$ cat src/rtl/array_key_scan.sv
// -----------------------------------------------------------------------------
// array_key_scan
// 4x4 matrix keypad scanner. One row is driven low per scan tick, the columns
// are sampled through a 2-FF synchronizer, and a whole frame (4 ticks) is
// classified as NONE / SINGLE(code) / MULTI. Presses and releases are accepted
// only after DEBOUNCE_FRAMES consecutive frames agree.
//
// Ports
//   clk        in   system clock
//   rst_n      in   asynchronous active-low reset
//   col_n[3:0] in   keypad columns, active-low, asynchronous to clk
//   row_n[3:0] out  keypad rows, one-hot active-low
//   key_code   out  last accepted key code (row*4+col)
//   key_valid  out  one-clk strobe when a new press is accepted
//   key_down   out  debounced "accepted key still held"
//   multi_key  out  more than one key seen in the last completed frame
//
// Debounce FSM
//   state           | meaning
//   ST_RELEASED     | no key accepted, waiting for a single key
//   ST_PRESS_WAIT   | same single key seen frame_cnt frames, not yet accepted
//   ST_PRESSED      | key_code accepted and still held
//   ST_RELEASE_WAIT | accepted key missing for frame_cnt frames
// -----------------------------------------------------------------------------
module array_key_scan #(
  parameter int CLK_DIV         = 2500,
  parameter int DEBOUNCE_FRAMES = 20
) (
  input  logic       clk,
  input  logic       rst_n,
  input  logic [3:0] col_n,
  output logic [3:0] row_n,
  output logic [3:0] key_code,
  output logic       key_valid,
  output logic       key_down,
  output logic       multi_key
);

  localparam int CNT_W = $clog2(CLK_DIV);
  localparam int FC_W  = $clog2(DEBOUNCE_FRAMES + 1);
  localparam logic [CNT_W-1:0] CNT_LAST = CNT_W'(CLK_DIV - 1);
  localparam logic [FC_W-1:0]  FC_DONE  = FC_W'(DEBOUNCE_FRAMES);
  localparam logic [FC_W-1:0]  FC_ONE   = FC_W'(1);
  localparam bit               D_ONE    = (DEBOUNCE_FRAMES == 1);

  typedef enum logic [1:0] {
    ST_RELEASED,
    ST_PRESS_WAIT,
    ST_PRESSED,
    ST_RELEASE_WAIT
  } state_t;

  logic [CNT_W-1:0] cnt_q, cnt_d;
  logic [3:0]       col_meta_q, col_meta_d;
  logic [3:0]       col_s_q, col_s_d;
  logic [1:0]       row_idx_q, row_idx_d;
  logic [15:0]      acc_q, acc_d;
  logic [15:0]      frame_q, frame_d;
  logic             frame_done_q, frame_done_d;
  state_t           state_q, state_d;
  logic [3:0]       cand_q, cand_d;
  logic [FC_W-1:0]  frame_cnt_q, frame_cnt_d;
  logic [3:0]       key_code_q, key_code_d;
  logic             key_valid_q, key_valid_d;
  logic             key_down_q, key_down_d;
  logic             multi_key_q, multi_key_d;

  logic             tick;
  logic [15:0]      acc_sample;
  logic             seen;
  logic             is_multi;
  logic             is_single;
  logic [3:0]       one_code;
  logic [FC_W-1:0]  fc_inc;

  // ---------------------------------------------------------------------------
  // Tick divider, column synchronizer and row scan / frame accumulation
  // ---------------------------------------------------------------------------
  always_comb begin
    tick         = (cnt_q == CNT_LAST);
    cnt_d        = tick ? '0 : cnt_q + CNT_W'(1);
    col_meta_d   = col_n;
    col_s_d      = col_meta_q;
    row_idx_d    = row_idx_q;
    acc_d        = acc_q;
    frame_d      = frame_q;
    frame_done_d = 1'b0;
    acc_sample   = acc_q;
    acc_sample[{row_idx_q, 2'b00} +: 4] = ~col_s_q;
    if (tick) begin
      row_idx_d = row_idx_q + 2'd1;
      if (row_idx_q == 2'd3) begin
        // Last row of the frame: hand the full frame over and start clean.
        frame_d      = acc_sample;
        acc_d        = '0;
        frame_done_d = 1'b1;
      end else begin
        acc_d = acc_sample;
      end
    end
  end

  // ---------------------------------------------------------------------------
  // Frame classification (NONE / SINGLE / MULTI)
  // ---------------------------------------------------------------------------
  always_comb begin
    seen     = 1'b0;
    is_multi = 1'b0;
    one_code = '0;
    for (int i = 0; i < 16; i++) begin
      if (frame_q[i]) begin
        if (seen) is_multi = 1'b1;
        seen     = 1'b1;
        one_code = 4'(i);
      end
    end
    is_single = seen & ~is_multi;
  end

  // ---------------------------------------------------------------------------
  // Debounce FSM, evaluated once per completed frame
  // ---------------------------------------------------------------------------
  always_comb begin
    state_d     = state_q;
    cand_d      = cand_q;
    frame_cnt_d = frame_cnt_q;
    key_code_d  = key_code_q;
    key_down_d  = key_down_q;
    key_valid_d = 1'b0;
    multi_key_d = multi_key_q;
    fc_inc      = frame_cnt_q + FC_ONE;
    if (frame_done_q) begin
      multi_key_d = is_multi;
      case (state_q)
        ST_RELEASED: begin
          if (is_single) begin
            cand_d = one_code;
            if (D_ONE) begin
              key_code_d  = one_code;
              key_down_d  = 1'b1;
              key_valid_d = 1'b1;
              frame_cnt_d = '0;
              state_d     = ST_PRESSED;
            end else begin
              frame_cnt_d = FC_ONE;
              state_d     = ST_PRESS_WAIT;
            end
          end
        end
        ST_PRESS_WAIT: begin
          if (is_single && (one_code == cand_q)) begin
            if (fc_inc == FC_DONE) begin
              key_code_d  = cand_q;
              key_down_d  = 1'b1;
              key_valid_d = 1'b1;
              frame_cnt_d = '0;
              state_d     = ST_PRESSED;
            end else begin
              frame_cnt_d = fc_inc;
            end
          end else if (is_single) begin
            cand_d      = one_code;
            frame_cnt_d = FC_ONE;
          end else begin
            frame_cnt_d = '0;
            state_d     = ST_RELEASED;
          end
        end
        ST_PRESSED: begin
          // A rollover (MULTI) or a different single key counts as "not held".
          if (!(is_single && (one_code == key_code_q))) begin
            if (D_ONE) begin
              key_down_d  = 1'b0;
              frame_cnt_d = '0;
              state_d     = ST_RELEASED;
            end else begin
              frame_cnt_d = FC_ONE;
              state_d     = ST_RELEASE_WAIT;
            end
          end
        end
        ST_RELEASE_WAIT: begin
          if (is_single && (one_code == key_code_q)) begin
            frame_cnt_d = '0;
            state_d     = ST_PRESSED;
          end else if (fc_inc == FC_DONE) begin
            key_down_d  = 1'b0;
            frame_cnt_d = '0;
            state_d     = ST_RELEASED;
          end else begin
            frame_cnt_d = fc_inc;
          end
        end
        default: begin
          frame_cnt_d = '0;
          state_d     = ST_RELEASED;
        end
      endcase
    end
  end

  always_ff @(posedge clk or negedge rst_n) begin
    if (!rst_n) begin
      cnt_q        <= '0;
      col_meta_q   <= 4'hF;
      col_s_q      <= 4'hF;
      row_idx_q    <= '0;
      acc_q        <= '0;
      frame_q      <= '0;
      frame_done_q <= 1'b0;
      state_q      <= ST_RELEASED;
      cand_q       <= '0;
      frame_cnt_q  <= '0;
      key_code_q   <= '0;
      key_valid_q  <= 1'b0;
      key_down_q   <= 1'b0;
      multi_key_q  <= 1'b0;
    end else begin
      cnt_q        <= cnt_d;
      col_meta_q   <= col_meta_d;
      col_s_q      <= col_s_d;
      row_idx_q    <= row_idx_d;
      acc_q        <= acc_d;
      frame_q      <= frame_d;
      frame_done_q <= frame_done_d;
      state_q      <= state_d;
      cand_q       <= cand_d;
      frame_cnt_q  <= frame_cnt_d;
      key_code_q   <= key_code_d;
      key_valid_q  <= key_valid_d;
      key_down_q   <= key_down_d;
      multi_key_q  <= multi_key_d;
    end
  end

  assign row_n     = ~(4'b0001 << row_idx_q);
  assign key_code  = key_code_q;
  assign key_valid = key_valid_q;
  assign key_down  = key_down_q;
  assign multi_key = multi_key_q;

endmodule

$ cat config.mk
export PLATFORM = sky130hd
export DESIGN_NAME = array_key_scan
export DESIGN_NICKNAME = d
export VERILOG_FILES = /design/src/rtl/array_key_scan.sv
export SDC_FILE = /design/constraint.sdc
export NUM_CORES = 1
export LEC_CHECK = 0
export ABC_CLOCK_PERIOD_IN_PS = 5860
export CAP_MARGIN = 15
export CORE_MARGIN = 8
export CORE_UTILIZATION = 50
export CTS_CLUSTER_SIZE = 12
export DETAILED_ROUTE_END_ITERATION = 10
export MAX_ROUTING_LAYER = met4
export PLACE_DENSITY_LB_ADDON = 0.1
export SLEW_MARGIN = 20
export SYNTH_ARGS = -nofsm -noshare
export SYNTH_HDL_FRONTEND = slang
export SYNTH_SLANG_ARGS = --single-unit
$ cat constraint.sdc
create_clock -name clk -period 5.86 [get_ports clk]
set_clock_uncertainty 0.1 [all_clocks]
set_input_delay 0.879 -clock clk [delete_from_list [all_inputs] [get_ports clk]]
set_output_delay 0.879 -clock clk [all_outputs]
set_load 0.02 [all_outputs]
# Word-level counts from Yosys, hierarchy flattened
# Index checks and enable logic that the tools add are counted.
[totals]
elab_cells = 147
regBits = 73
input_bits = 6
[op_classes]
eq_ne = 18
bitwise = 4
n_reduce_logical = 11
muxes = 93
n_addsub = 4
shift = 3
[ops]
columns = ["op", "n"]
rows = [
  ["$mux 4", 16],
  ["$mux 1", 58],
  ["$mux 5", 5],
  ["$pmux 5 s4", 1],
  ["$bwmux 16", 1],
  ["$mux 16", 1],
  ["$shift 4x6->16 const A", 1],
  ["$shiftx 4x6->16", 1],
  ["$mux 2", 7],
  ["$ne 2x2->1 const B", 7],
  ["$add 12x1->12 const B", 1],
  ["$eq 12x12->1 const B", 1],
  ["$mux 12", 1],
  ["$reduce_and 6->1", 2],
  ["$ne 3x3->1 const B", 3],
  ["$eq 4x4->1", 2],
  ["$not 4->4", 2],
  ["$pmux 2 s4", 1],
  ["$pmux 4 s2", 1],
  ["$eq 2x2->1 const B", 3],
  ["$neg 4->6", 1],
  ["$reduce_and 3->1", 2],
  ["$add 5x1->5 const B", 1],
  ["$eq 5x5->1 const B", 1],
  ["11 further kinds", 13],
]

# Depth between registers and ports, before layout
# Gate-level depths: netlist of the first run.
[logic_depth]
depth_word = 37
mapped_depth = 8

# Worst setup path after synthesis of the first run
# Ideal clock, no wire load.
[synth_path]
path_kind = "register to register"
start = "register frame_q[4]"
end = "register key_code_q[0] (netlist: key_code[0])"
arrival_time_ns = 2.744
setup_slack_ns = 2.892
period_less_slack_ns = 2.968
stages_incl_launch_ff = 8
t_required_ns = 5.635
path_cell_list = "dfrtp_1 buf_2 or4_4 o41ai_2 o311ai_1 or4b_4 nor4b_4 mux2_2"
[synth_between]
elab_chain_cells = 27
elab_cells_between_ends = 52
cone_classes = "eq/ne (1); mux (47); bitwise (2); reduce/logical (2)"
[synth_rtl]
columns = ["item", "line_no", "text"]
rows = [
  ["from (decl)", "58", "logic [15:0] frame_q, frame_d;"],
  ["from (signal assigned)", "224", "frame_q <= frame_d;"],
  ["$mux 1", "111", "if (frame_q[i]) begin"],
  ["$mux 1", "112", "if (seen) is_multi = 1'b1;"],
  ["$mux 1", "111", ""],
  ["$mux 1", "112", ""],
  ["$mux 1", "111", ""],
  ["$mux 1", "112", ""],
  ["$mux 1", "111", ""],
  ["$mux 1", "112", ""],
  ["[11 not listed]", "n/a", ""],
  ["$mux 1", "112", ""],
  ["$mux 1", "111", ""],
  ["$mux 1", "112", ""],
  ["$mux 1", "111", ""],
  ["$not 1->1", "117", "is_single = seen & ~is_multi;"],
  ["$and 1x1->1", "117", ""],
  ["$logic_and 1x1->1 *", "151", "if (is_single && (one_code == cand_q)) begin"],
  ["$reduce_and 4->1 (no source line) *", "n/a", ""],
  ["to (signal assigned)", "229", "key_code_q <= key_code_d;"],
  ["to (decl)", "63", "logic [3:0] key_code_q, key_code_d;"],
]
# Mark *: on every way between the ends. The rest lies on a longest branch, timed or not.
# A chain may end at the register's enable or synchronous reset.

# Worst setup path in the final report of the first run
[layout_path]
start = "register frame_q[8]"
end = "register frame_cnt_q[3]"
[layout_between]
elab_chain_cells = 20
elab_cells_between_ends = 43
cone_classes = "eq/ne (4); mux (34); bitwise (2); reduce/logical (3)"
[layout_rtl]
columns = ["item", "line_no", "text"]
rows = [
  ["$mux 1", "111", ""],
  ["$mux 1", "112", ""],
  ["$mux 1", "111", ""],
  ["$mux 1", "112", ""],
  ["$mux 1", "111", ""],
  ["$mux 1", "112", ""],
  ["$mux 1", "111", ""],
  ["$mux 1", "112", ""],
  ["[4 not listed]", "n/a", ""],
  ["$mux 1", "111", ""],
  ["$mux 1", "112", ""],
  ["$mux 1", "111", ""],
  ["$not 1->1", "117", ""],
  ["$and 1x1->1", "117", ""],
  ["$logic_and 1x1->1, on equally long branches", "171, 183, 151", ""],
  ["$mux 5, or another cell as far along", "183", "if (is_single && (one_code == key_code_q)) begin"],
  ["$pmux 5 s4 or $reduce_and 3->1 (tied branches)", "n/a", ""],
  ["to (signal assigned)", "228", "frame_cnt_q <= frame_cnt_d;"],
  ["to (decl)", "62", "logic [FC_W-1:0] frame_cnt_q, frame_cnt_d;"],
]
# Parallel ways exist; a longest one is shown, timed or not.

==> results of run 1 <==
[cells in the mapped netlist (4+ instances only)]
master,count,share of area (%)
dfrtp_1,61,42
o21ai_0,38,5.2
nand2_1,29,3.0
nor2_1,23,2.4
inv_1,19,2.0
mux2_2,13,4.0
nand3_1,13,1.8
a22o_1,12,2.9
clkbuf_1,10,1.0
xnor2_1,10,2.4
a21oi_1,8,1.1
dfstp_2,8,5.8
o31ai_1,8,1.7
or3_1,8,1.4
ha_1,7,2.4
nand2b_1,7,1.2
nand4_1,6,1.0
nor3_1,6,0.83
or4_1,6,1.2
o22ai_1,5,0.86
or2_2,5,0.86
nor4_1,4,0.69
xor2_1,4,0.96
[logic make-up (layout without fill, tap and decap cells)]
kind of cell | count (synthesis) | after routing | share of synthesized area (%)
AND/OR/NAND/NOR | 121 | 121 | 18.39
AO/OA/AOI/OAI | 99 | 99 | 18.63
flip-flops | 69 | 69 | 47.80
buffers and inverters | 31 | 52 | 3.271
multiplexers | 18 | 18 | 5.854
XOR/XNOR | 14 | 14 | 3.374
adder cells (fa/ha/maj) | 8 | 8 | 2.686
[flip-flops by register name (all words and copies together), names as in the netlist]
signal and count:
acc_q 12, key_down 1, row_idx_q 2, cand_q 4, state_q 2, col_meta_q 4
col_s_q 4, frame_q 16, frame_cnt_q 5, key_valid 1, cnt_q 12, key_code 4
frame_done_q 1, multi_key 1
[worst min path at each step]
stage                            end  slack, ps  depth (start not counted)
final                     col_s_q[0]        260                          0
after global routing      col_s_q[1]        260                          0
after CTS                 col_s_q[2]        260                          0
after detailed placement  col_s_q[1]        250                          0
after global placement    col_s_q[1]        250                          0
after floorplan           col_s_q[0]        250                          0
[layer usage]
layer | track usage (%) | up-vias
met5 | - | -
met4 | 6.186 | 0
met3 | 2.543 | 7
met2 | 23.13 | 50
met1 | 20.93 | 1355
li1 | - | 1361
[worst reg2reg max path: stages, from the launching register on]
cell and delay (ps):
dfrtp_1 420, or4_1 690, o41ai_2 370, o311ai_1 200, nor3b_1 390, nand3_1 260
o31ai_1 580, o22ai_1 140
[cell type report]
type / instances / area [sq um] / share of cell area, %
Clock buffer: 10 / 127.6 / 3.104
Clock inverter: 6 / 111.4 / 2.708
Inverter: 19 / 71.32 / 1.735
Multi-Input combinational cell: 260 / 1778 / 43.24
Sequential cell: 69 / 1737 / 42.24
Tap cell: 99 / 123.9 / 3.013
Timing Repair Buffer: 17 / 162.7 / 3.956
[power breakdown]
part / internal (mW) / switching [mW] / total (mW)
clock network: 0.283 / 0.184 / 0.467
registers: 0.481 / 0.00350 / 0.485
logic: 0.00332 / 0.00937 / 0.0127
total: 0.767 / 0.197 / 0.964
[stage by stage]
step / power [mW] / util, % / hold slack (ps) / area (sq um) / setup slack, ps
2_1_floorplan: 0.4925 / - / 245.2 / 3633 / 2892
3_3_place_gp: 0.5071 / 54.26 / 245.5 / 3872 / 2711
3_5_place_dp: 0.5073 / 54.26 / 247.0 / 3872 / 2644
4_1_cts: 0.9767 / 57.61 / 258.1 / 4111 / 2602
5_1_grt: 0.9993 / 57.61 / 259.4 / 4111 / 2325
6_report: 0.9645 / 57.61 / 257.0 / 4111 / 2586
[layout by cell type (no fill, tap or decap), drive strengths merged, types with 3 or more instances in the layout]
cell	n
mux2	17
o21ai	38
nor2	23
clkbuf	10
and3	3
nor4	5
nand4	6
dfrtp	61
nand3	13
o22ai	5
a211oi	3
nand2	29
dfstp	8
ha	7
a22o	12
clkdlybuf4s50	15
bufinv	3
nor3	6
or3	8
xor2	4
xnor2	10
inv	19
o31ai	8
nand2b	7
a21oi	8
or4	7
or2	5
==> metrics.md, run 1 <==
| Metric | Value |
|---|---|
| Clk buf depth | 2 |
| Wirelength per Cell | 15.05 um |
| Final std cells w/o fill | 480 |
| PortBufs | 16 |
| CTS tree | built |
| Die Y | 101.2 um |
| Worst reg-to-reg setup slack | 2590 ps |
| Lkg Pwr | 1.776 nW |
| Routed metal-1 wire length | 3561 um |
| Initial core utilization | 50.91% |
| CP Launch Point | frame_q[8] |
| Vias/cell | 5.777 |
| Synthesized area | 3633 sq um |
| Total number of vias | 2773 |
| Max-slew violations | 0 |
| PwrDens | 234.6 nW/um^2 |
| TritonCTS Buffers | 9 |
| Total GRT Usage | 15.64% |
| HPWL after DPL | 5051 um |
| Final min period | 3274 ps |
| Chip width | 101.2 um |
| Net count after synthesis | 373 |
| Yosys Warn Count | 0 |
| Post-synthesis cell count | 360 |
| Critical path, cell by cell | or4_1 > o41ai_2 > o311ai_1 > nor3b_1 > nand3_1 > o31ai_1 > o22ai_1 |
| Initial antenna violation count | 0 |
| Crit path capture type | register |
| First-pass GRT wire length | 12500 um |
| Clock Pin Slew Worst Setup and Hold Paths | 80 ps |
| Nets | 389 |
| Delay of the slowest critical-path stage | 690 ps |
| Worst reg2reg startpoint | frame_q[8] |
| Detail Route Antenna Nets | 0 |
| Final Routed Wirelength | 7222 um |
| Final period util | 55.87% |
| Asr flop ratio synth | 100.0% |
| WP data arrival | 3370 ps |
| Gr ovfl total | 0 |
| Slew HR | 43.44% |
| Die area | 10250 sq um |
| Critical path class | register to register |
| Met2 Routed Length | 3339 um |
| Placed Cells incl. Taps | 464 |
| Yosys reg bits | 69 |
| Gp weighted congestion | 0.8431 |
| Core area | 7137 sq um |
| Pin count of the biggest net entering global routing | 70 |
| Seq/Total Area, Yosys | 47.80% |
| Max-cap violations | 0 |
| Tightest Pin Transition | 848.4 ps |
| Worst EP required | 5950 ps |
| CP Depth | 7 |
| Drt pass-1 iters | 4 |
| Slowest-stage cell, CP | or4_1 |
| Mapped Avg Cell Area | 10.09 sq um |
| Max FO, Critical Path | 8 |
| Delay-heaviest family, CP | simple AND/OR/NAND/NOR gates |
| Clk Latency, worst-skew pair | 340 ps |
| Most common flop cell mapped by yosys | dfrtp_1 |
| Status | complete, no violations |
| # rows | 31 |
| Area grow syn2layout | 13.15% |
| Final Setup Violations | 0 |
| DR iter-0 viols | 107 |
| Hold Crit Class | register to register |
| Min-delay src | col_meta_q[0] |
| Unique cell type count in the Yosys netlist | 62 |
| FILL cells | 628 |
| CTS resizes | 0 |
| Final TNS setup | 0 ps |
| Critical path endpoint | frame_cnt_q[3] |
| I/O pin total | 17 |
| Vias in the first global route | 2614 |
| Final Hold Fails | 0 |
| Worst path bufs/invs | 0 |
| Ratio of cells with drive above 1 in the final layout | 14.17% |
| Root Driver | clkbuf_8 |
| EDFF count, synth | 0 |
| Hold Buf Count CTS | 0 |
| Critical R2R Capture | frame_cnt_q[3] |
| # diodes | 0 |
| H-tree lvl count | 3 |
| Remaining DRCs | 0 |
| Max VDD drop | 150.8 uV |
| Metal3 WL | 235 um |
| Max Fclk | 305.5 MHz |
| CP startpoint kind | register |
| Top routing layer in use | met4 |
| R2R cell count | 7 |
| Unrepaired setup endpoints after global routing | false |
| Clock Sinks | 69 |
| Setup repair bufs after CTS | 0 |
Power figures use the tool's default switching activity.
==> run 2: changes to the inputs <==
- ABC_CLOCK_PERIOD_IN_PS: 5860 -> 2950
- clock period: 5.86 -> 2.95 ns (I/O delays scaled with it)
==> run 2 against run 1 <==
- clock power is 39% higher
- the flow now finishes with violations (negative setup slack)
- critical path depth stayed put
- combinational power is 120% higher
==> metrics.md, run 2 (synthesis gave the netlist of run 1 again) <==
| Metric | Value |
|---|---|
| Final min period | 2984 ps (-290.1 ps) |
| Commonest non-fill, non-tap cell in the layout | dfrtp_1 |
| Chip width | 101.2 um (unchanged) |
| Final Setup Violations | 7 (+7) |
| Max FO, Critical Path | 5 (-3) |
| PortBufs | 16 (unchanged) |
| Status | finished with violations |
| PwrDens | 378.6 nW/um^2 (+61%) |
| CTS tree | built |
| Vias in the first global route | 2695 (+3.1%) |
| Top reg by flops | frame_q |
| Root Driver | clkbuf_8 |
| Final TNS setup | -131.2 ps (-131.2 ps) |
| Total GRT Usage | 16.62% (+0.98 points) |
| Max VDD drop | 284.4 uV (+89%) |
| I/O pin total | 17 (unchanged) |
| Remaining DRCs | 0 (unchanged) |
| Unrepaired setup endpoints after global routing | true |
| Area grow syn2layout | 19.08% |
| Clock Pin Slew Worst Setup and Hold Paths | 70 ps (about the same) |
| Ratio of cells with drive above 1 in the final layout | 21.84% (+7.7 points) |
| # diodes | 0 (unchanged) |
| # rows | 31 (unchanged) |
| Final worst setup slack | -33.76 ps (-2620 ps) |
| Total number of vias | 2871 (+3.5%) |
| Clock Sinks | 69 (unchanged) |
| WP data arrival | 3100 ps (-270 ps) |
| Total power | 1.638 mW (+70%) |
| Max-slew violations | 0 (unchanged) |
| Final Routed Wirelength | 7584 um (+5.0%) |
| Gp weighted congestion | 0.8384 (-0.56%) |
| Final period util | 101.1% (+45 points) |
| Crit path capture type | register |
| TritonCTS Buffers | 9 (unchanged) |
| Die area | 10250 sq um (unchanged) |
| Gr ovfl total | 0 (unchanged) |
| Slew HR | 55.52% (+12 points) |
| HPWL after DPL | 5542 um (+9.7%) |
| Clk buf depth | 2 (unchanged) |
| Commonest non-fill, non-tap cells in the layout | dfrtp_1 (61), o21ai_0 (38), buf_4 (31), nand2_1 (29), nor2_1 (23) |
| H-tree lvl count | 3 (unchanged) |
| CP startpoint kind | register |
| Tightest Pin Transition | 667.2 ps (-181.3 ps) |
| Failing checks | negative setup slack |
| Clk Latency, worst-skew pair | 340 ps (about the same) |
| Critical path class | register to register |
| Hold Buf Count CTS | 0 (unchanged) |
| Die Y | 101.2 um (unchanged) |
| Drt pass-1 iters | 6 (+2) |
| Final Core Density | 60.62% (+3.0 points) |
| Core area | 7137 sq um (unchanged) |
| Max Fclk | 335.1 MHz (+9.7%) |
| DR iter-0 viols | 167 (+56%) |
| Nets | 420 (+8.0%) |
| Final std cells w/o fill | 511 (+6.5%) |
| Placed Cells incl. Taps | 495 (+6.7%) |
| Max reg flops | 16 (unchanged) |
| Detail Route Antenna Nets | 0 (unchanged) |
| Final Hold Fails | 0 (unchanged) |
| Lkg Pwr | 1.916 nW (+7.9%) |
| Hold Crit Class | primary input to asynchronous set/reset pin |
| Wirelength per Cell | 14.84 um (-1.4%) |
| Initial core utilization | 50.91% (unchanged) |
| Largest regs | frame_q x16, acc_q x12, cnt_q x12 |
| Pin count of the biggest net entering global routing | 41 (-41%) |
| Setup repair bufs after CTS | 0 (unchanged) |
| Initial antenna violation count | 0 (unchanged) |
| Worst EP required | 3070 ps (-2880 ps) |
| Vias/cell | 5.618 (-2.7%) |
| Max-cap violations | 0 (unchanged) |
| First-pass GRT wire length | 13000 um (+4.0%) |
-- run 2: changes by cell type in the layout (fill, tap and decap cells not counted), sizes merged --
| cell | previous run | this run |
|---|---|---|
| bufinv | 3 | 0 |
| buf | 2 | 33 |
| clkinv | 2 | 4 |
| clkbuf | 10 | 11 |
-- run 2: worst paths after layout --
kind                               start       endpoint  cells past startpoint  slack, ps
setup reg to reg              frame_q[7]    key_code[1]                      7        -30
min in group clk           col_meta_q[3]     col_s_q[3]                      0        260
hold / removal                     rst_n    key_code[2]                      1         30
setup / recovery              frame_q[7]    key_code[1]                      7        -30
max in group asynchronous          rst_n  col_meta_q[2]                      2       2020
hold reg to reg            col_meta_q[3]     col_s_q[3]                      0        260
-- run 2: layer usage --
| metal | vias up | part of all wire (%) | track usage, % | wire (um) |
|---|---|---|---|---|
| met5 | - | 0 | - | 0 |
| met4 | 0 | 1.6 | 6.873 | 122 |
| met3 | 10 | 4.3 | 3.986 | 329 |
| met2 | 64 | 46 | 24.80 | 3471 |
| met1 | 1378 | 48 | 21.16 | 3660 |
| li1 | 1419 | - | - | - |
-- run 2: where the power goes --
| part | leakage [nW] | internal, mW | switching [mW] |
|---|---|---|---|
| sequential | 0.922 | 0.956 | 0.00699 |
| combinational | 0.911 | 0.00844 | 0.0192 |
| clock | 0.0829 | 0.299 | 0.348 |
| total | 1.92 | 1.26 | 0.374 |
-- run 2: final cells by class --
type | instances | area, sq um
well taps | 99 | 123.9
fillers | 640 | 2810
inverters | 19 | 71.32
repair buffers | 48 | 407.9
clock inverters | 5 | 27.53
flip-flops and latches | 69 | 1737
clock buffers | 11 | 131.4
multi-input cells | 260 | 1828
-- run 2: metrics by stage --
stage	worst slack (ps)	instance area [sq um]	hold WS, ps
finish	-33.76	4327	29.90
global route	-136.2	4327	77.47
CTS	-35.68	4307	41.62
detailed placement	-70.25	4118	247.2
global placement	-5.198	4118	245.6
floorplan	-9.362	3633	46.91
-- run 2: worst max-delay path, stage by stage (launching register included) --
cell and delay [ps]:
dfrtp_1 380, or4_4 570, o41ai_4 390, o311ai_2 180, or4b_4 530, nor4b_4 210, buf_4 180, mux2_1 320
-- run 2: what timing repair did --
| item | CTS | global route |
|---|---|---|
| gates resized for setup | 5 | 5 |
| pin swaps | 2 | 1 |
| endpoints found under the setup margin | 9 | 15 |
| endpoints found under the hold margin | 0 | 0 |
